## src/rtl/prores_vlc_encoder.sv

```systemverilog
// ProRes-style VLC encoder: Rice / exp-Golomb codeword generation with
// optional sign bit, three-stage stallable pipeline and a running bit counter.
module prores_vlc_encoder #(
  parameter int VAL_W  = 16,
  parameter int CODE_W = 32,
  parameter int LEN_W  = $clog2(CODE_W + 2)
) (
  input  logic              clk,
  input  logic              reset_n,
  input  logic              in_valid,
  output logic              in_ready,
  input  logic [VAL_W-1:0]  in_val,
  input  logic [2:0]        in_rice_k,
  input  logic [2:0]        in_exp_k,
  input  logic [1:0]        in_switch,
  input  logic              in_sign_en,
  input  logic              in_sign,
  output logic              out_valid,
  input  logic              out_ready,
  output logic [CODE_W-1:0] out_code,
  output logic [LEN_W-1:0]  out_len,
  output logic              out_ovf,
  input  logic              stat_clr,
  output logic [31:0]       stat_bits
);

  localparam int AW = VAL_W + 8;
  localparam int CW = (CODE_W > AW + 1) ? CODE_W : AW + 1;

  function automatic logic [AW-1:0] msb_idx(input logic [AW-1:0] x);
    logic [AW-1:0] idx;
    idx = '0;
    for (int i = 0; i < AW; i++) begin
      if (x[i]) idx = AW'(i);
    end
    return idx;
  endfunction

  logic w_en;
  assign w_en     = !out_valid | out_ready;
  assign in_ready = w_en;

  // ---- stage 0 -> 1: threshold and mode decision
  logic [AW-1:0] w_val_p0, w_t_p0;
  logic          w_exp_p0;
  assign w_val_p0 = AW'(in_val);
  assign w_t_p0   = (AW'(in_switch) + AW'(1)) << in_rice_k;
  assign w_exp_p0 = (w_val_p0 >= w_t_p0);

  logic          r_vld_p1, r_exp_p1, r_sapp_p1, r_sgn_p1;
  logic [AW-1:0] r_val_p1, r_t_p1;
  logic [2:0]    r_rk_p1, r_ek_p1;
  logic [1:0]    r_sw_p1;

  always_ff @(posedge clk) begin
    if (w_en) begin
      r_val_p1  <= w_val_p0;
      r_t_p1    <= w_t_p0;
      r_exp_p1  <= w_exp_p0;
      r_rk_p1   <= in_rice_k;
      r_ek_p1   <= in_exp_k;
      r_sw_p1   <= in_switch;
      r_sapp_p1 <= in_sign_en & (in_val != '0);
      r_sgn_p1  <= in_sign;
    end
  end

  // ---- stage 1 -> 2: prefix count (q or n) and the value bits after it
  logic [AW-1:0] w_v_p1, w_q_p1, w_mask_p1, w_bits_p1, w_cnt_p1;
  assign w_v_p1    = r_val_p1 - r_t_p1 + (AW'(1) << r_ek_p1);
  assign w_q_p1    = r_val_p1 >> r_rk_p1;
  assign w_mask_p1 = (AW'(1) << r_rk_p1) - AW'(1);
  assign w_bits_p1 = r_exp_p1 ? w_v_p1
                              : ((AW'(1) << r_rk_p1) | (r_val_p1 & w_mask_p1));
  assign w_cnt_p1  = r_exp_p1 ? msb_idx(w_v_p1) : w_q_p1;

  logic          r_vld_p2, r_exp_p2, r_sapp_p2, r_sgn_p2;
  logic [AW-1:0] r_bits_p2, r_cnt_p2;
  logic [2:0]    r_rk_p2, r_ek_p2;
  logic [1:0]    r_sw_p2;

  always_ff @(posedge clk) begin
    if (w_en) begin
      r_bits_p2 <= w_bits_p1;
      r_cnt_p2  <= w_cnt_p1;
      r_exp_p2  <= r_exp_p1;
      r_rk_p2   <= r_rk_p1;
      r_ek_p2   <= r_ek_p1;
      r_sw_p2   <= r_sw_p1;
      r_sapp_p2 <= r_sapp_p1;
      r_sgn_p2  <= r_sgn_p1;
    end
  end

  // ---- stage 2 -> 3: length, sign append, overflow; leading zeros are implicit
  logic [AW-1:0] w_len_p2;
  logic [CW-1:0] w_code_p2;
  logic          w_ovf_p2;
  assign w_len_p2  = (r_exp_p2 ? ((r_cnt_p2 << 1) - AW'(r_ek_p2) + AW'(r_sw_p2) + AW'(2))
                               : (r_cnt_p2 + AW'(1) + AW'(r_rk_p2)))
                     + AW'(r_sapp_p2);
  assign w_code_p2 = r_sapp_p2 ? ((CW'(r_bits_p2) << 1) | CW'(r_sgn_p2)) : CW'(r_bits_p2);
  assign w_ovf_p2  = (w_len_p2 > AW'(CODE_W));

  logic w_hs;
  assign w_hs = out_valid & out_ready & !out_ovf;

  always_ff @(posedge clk or negedge reset_n) begin
    if (!reset_n) begin
      r_vld_p1  <= 1'b0;
      r_vld_p2  <= 1'b0;
      out_valid <= 1'b0;
      out_code  <= '0;
      out_len   <= '0;
      out_ovf   <= 1'b0;
      stat_bits <= '0;
    end else begin
      if (w_en) begin
        r_vld_p1  <= in_valid;
        r_vld_p2  <= r_vld_p1;
        out_valid <= r_vld_p2;
        if (r_vld_p2) begin
          out_ovf  <= w_ovf_p2;
          out_code <= w_ovf_p2 ? '0 : w_code_p2[CODE_W-1:0];
          out_len  <= w_ovf_p2 ? '0 : w_len_p2[LEN_W-1:0];
        end
      end
      // A clear coinciding with a handshake restarts the total at that codeword.
      if (stat_clr) begin
        stat_bits <= w_hs ? 32'(out_len) : 32'd0;
      end else if (w_hs) begin
        stat_bits <= stat_bits + 32'(out_len);
      end
    end
  end

endmodule

```

## config.mk

```make
export PLATFORM = sky130hd
export DESIGN_NAME = prores_vlc_encoder
export DESIGN_NICKNAME = d
export VERILOG_FILES = /design/src/rtl/prores_vlc_encoder.sv
export SDC_FILE = /design/constraint.sdc
export NUM_CORES = 1
export LEC_CHECK = 0
export ABC_AREA = 1
export CORE_UTILIZATION = 32
export CTS_BUF_LIST = sky130_fd_sc_hd__clkbuf_8 sky130_fd_sc_hd__clkbuf_16
export DETAILED_ROUTE_END_ITERATION = 12
export DONT_BUFFER_PORTS = 1
export RECOVER_POWER = 100
export SETUP_SLACK_MARGIN = 0.1
export SLEW_MARGIN = 20
export SYNTH_ARGS = -nofsm -noshare
export SYNTH_HDL_FRONTEND = slang
export SYNTH_SLANG_ARGS = --single-unit
```

## constraint.sdc

```tcl
create_clock -name clk -period 7.05 [get_ports clk]
set_clock_uncertainty 0.15 [all_clocks]
set_input_delay 1.41 -clock clk [delete_from_list [all_inputs] [get_ports clk]]
set_output_delay 1.41 -clock clk [all_outputs]
set_load 0.01 [all_outputs]
```

==> key figures <==
Run status
  • Status: finished with violations
  • Failing checks: design-rule violations, max-capacitance violations, max-slew violations

Setup path
  • Startpoint Class: primary input
  • CP Capture Type: flop
  • Worst path arrival time: approximately 4.9 ns
  • Critical path class: in -> reg
  • Crit-path cells: nor2_1, clkinvlp_2, clkbuf_1
  • WP data required: around 6.8 ns
  • CP max-delay cell: clkinvlp_2
  • CP max FO: 52
  • CP peak stage delay: roughly 1.8 ns

Floorplanning
  • Initial core utilization: 0.3259
  • Die footprint: ~37,000 um^2
  • Core area: between 30,000 and 40,000 um^2
  • I/O Pins: approximately 100
  • Die Width: 192.6 um
  • Rows: 69
  • Die H: between 150 and 200 um

STA
  • Final Cycle Share: 0.7389
  • Max Clk Rate: roughly 190 MHz
  • Fin crit period: 5.209 ns
  • Final Hold Fails: 0
  • RSZ-0062 raised after global routing: no
  • Final TNS setup: 0 ns
  • Worst rel slew slack: -0.5663
  • Slew Viols, Final: 95
  • # setup viols final: 0
  • Worst Tran Pin Value: 2.337 ns

Route
  • Post-DR vias/cell: about 4.9
  • DR DRC count: 10
  • DR pass1 iterations: 11
  • Drt wl/cell: 14.78 um
  • Iter 0 DRT Violations: ~530
  • Vias: just under 10,000
  • Antenna Nets Post-Route: 0
  • Detailed Route WL: a little under 30,000 um

Flow run
  • Max cap viols: 2

Yosys
  • Ys flop type: edfxtp_1
  • Multiplexer area fraction after synthesis: 0.02250
  • Adder-cell share of the synthesized area: 0.1029
  • Top-count cell post-synth: nand2_1
  • Area leader, netlist: edfxtp_1
  • Syn avg cell area: ~7.5 um^2
  • Post-Synth XOR/XNOR Area: 0.01357
  • Async S/R FF share, synth: 0.4323
  • Number of synthesized flops with an enable pin: a little under 90
  • Main area contributors after synthesis: edfxtp_1 23%, dfrtp_1 14%, nand2_1 13%
  • Register area share after synthesis: 0.3717
  • Cell count after synthesis: between 1,500 and 2,000
  • Largest family of logic cells by synthesized area: simple AND/OR/NAND/NOR gates
  • Post-Synth Simple-Gate Area: 0.2968
  • Synth top area share: 0.2274
  • Synth Area in Compound Gates: 0.09648
  • Distinct cells, synth: 51
  • Cell Area, Synth: 11,620 um^2
  • Synth Register Bits: between 150 and 200
  • Commonest cells in the synthesized netlist: 399 x nand2_1, 233 x inv_1, 123 x nand3_1
  • Synth warn: 0

Placed design
  • I/O Buffers: 0
  • Cells after DPL: approximately 2,000
  • HPWL after detailed placement: between 20,000 and 25,000 um
  • Final GP Congestion: between 0.8 and 0.9

Clock tree
  • Root buffer cell: clkbuf_16
  • CTS tree: done
  • TritonCTS Sinks: 155
  • Worst-path clk slew: 0.06 ns
  • TritonCTS Buffers: 17
  • CTS resizes: 0
  • H-Tree Depth: 4
  • Max Buffers Root-to-Sink: 2
  • Setup bufs post-CTS: 0
  • Hold buffer count at cts: 0
  • Clock insertion delay at the later pin of the skew report: between 0.4 and 0.5 ns

Power
  • Pwr/cell area: just over 400 nW/um^2
  • Worst IR Drop VDD: 0.1868 mV
  • Leak: approximately 5.9 nW

Global routing
  • Gr ovfl total: 0
  • Vias in the first global route: 9,615
  • Number of antenna violations at the first check in global routing: 0
  • Largest net degree at the start of global routing: between 60 and 70
  • GRT Overall Usage: 0.1659
  • First-pass GRT wire length: approximately 49,000 um

Layout
  • Antenna Cells: 0
  • Ratio of cells with drive above 1 in the final layout: 0.07189
  • Area growth syn-to-layout: 8.463%
  • Nets: around 1,700
  • Post-route insts no fill: 2,005

Hold path
  • Worst hold path type: reg -> reg
==> placed cells by master (no fill, tap or decap), types with 5 or more instances in the layout <==
cell | Yosys | routed
nor2_2 | 37 | 32
a21oi_1 | 51 | 51
inv_1 | 233 | 232
nor3_1 | 16 | 16
and2_1 | 6 | 6
a31oi_1 | 7 | 7
nand3_2 | 9 | 9
conb_1 | 1 | 7
xor2_1 | 8 | 8
edfxtp_1 | 88 | 88
clkbuf_16 | 0 | 17
ha_1 | 78 | 78
xnor2_1 | 10 | 10
fa_1 | 11 | 11
mux2i_1 | 25 | 25
nand2_2 | 17 | 17
nor2_4 | 8 | 8
nor2_1 | 117 | 122
inv_6 | 0 | 5
nor4_1 | 13 | 13
dfrtp_1 | 67 | 67
nand4_1 | 23 | 23
clkinv_4 | 0 | 5
o21ai_0 | 102 | 102
o22ai_1 | 11 | 11
nand3_1 | 123 | 123
nand2_1 | 399 | 399
==> metrics by stage <==
| stage | hold WS [ns] | power, W | utilization | area [um^2] | worst slack [ns] |
|---|---|---|---|---|---|
| final | 0.2684 | 0.005130 | 0.3535 | 12600 | 1.841 |
| after global routing | 0.2800 | 0.005622 | 0.3535 | 12600 | 1.449 |
| after CTS | 0.2692 | 0.005168 | 0.3543 | 12630 | 2.771 |
| after detailed placement | 0.2545 | 0.004232 | 0.3378 | 12040 | 2.796 |
| after global placement | 0.2589 | 0.004195 | 0.3378 | 12040 | 2.848 |
| after floorplan | 0.2503 | 0.003536 | - | 11640 | 2.215 |
==> worst max-delay path, delay by kind of cell <==
family	cells	cell delay, ns
buffers and inverters	2	3.13
and+or+nand+nor	1	0.28
==> cell type report <==
type	count	area, um^2
Clock inverter	15	163.9
Clock buffer	17	425.4
Inverter	240	904.6
Timing Repair Buffer	3	15.01
Sequential cell	155	4319
Multi-Input combinational cell	1114	6198
Fill cell	3772	23050
Tap cell	461	576.8
==> routing by layer <==
metal / part of all wire / wire, um / track usage
met1: 0.45 / 13400 / 0.2038
met2: 0.47 / 14050 / 0.2832
met3: 0.046 / 1371 / 0.03564
met4: 0.027 / 812 / 0.06178
met5: 0 / 0 / 0
==> power by group <==
group	switching [W]	total [W]	internal, W	leakage (nW)
clock network	0.000395	0.000922	0.000527	0.287
logic	0.00180	0.00268	0.000880	3.83
registers	0.000259	0.00153	0.00127	1.81
==> final timing paths <==
| kind | from | endpoint | slack (ns) | cells after the start |
|---|---|---|---|---|
| worst max-delay path | out_ready | r_cnt_p2[12] | 1.84 | 3 |
| worst min-delay path | r_sapp_p1 | r_sapp_p2 | 0.27 | 0 |
| worst max register to register | out_valid | r_cnt_p2[12] | 2.36 | 4 |
| worst min register to register | r_sapp_p1 | r_sapp_p2 | 0.27 | 0 |
| max in group asynchronous | reset_n | out_code[7] | 6.08 | 0 |
| min in group asynchronous | reset_n | stat_bits[19] | 0.52 | 0 |
==> sequential cells by signal, indices dropped and copies added (netlist names) <==
register and flops:
r_sgn_p1 1, r_exp_p2 1, out_code 25, out_ovf 1, r_sapp_p2 1, r_vld_p2 1, r_bits_p2 24, r_t_p1 10
r_vld_p1 1, out_len 6, r_val_p1 16, out_valid 1, r_sw_p2 2, stat_bits 32, r_ek_p2 3, r_cnt_p2 16
r_rk_p1 3, r_ek_p1 3, r_sapp_p1 1, r_rk_p2 3, r_exp_p1 1, r_sgn_p2 1, r_sw_p1 2
==> logic make-up (layout without fill, tap and decap cells) <==
kind of cell	count (synthesis)	after routing
AO/OA/AOI/OAI	201	201
XOR/XNOR	18	18
adder cells (fa/ha/maj)	89	89
buffers and inverters	279	275
flip-flops	155	155
multiplexers	26	26
other	1	7
AND/OR/NAND/NOR	773	773
No activity file was read; power rests on OpenSTA's default activity.
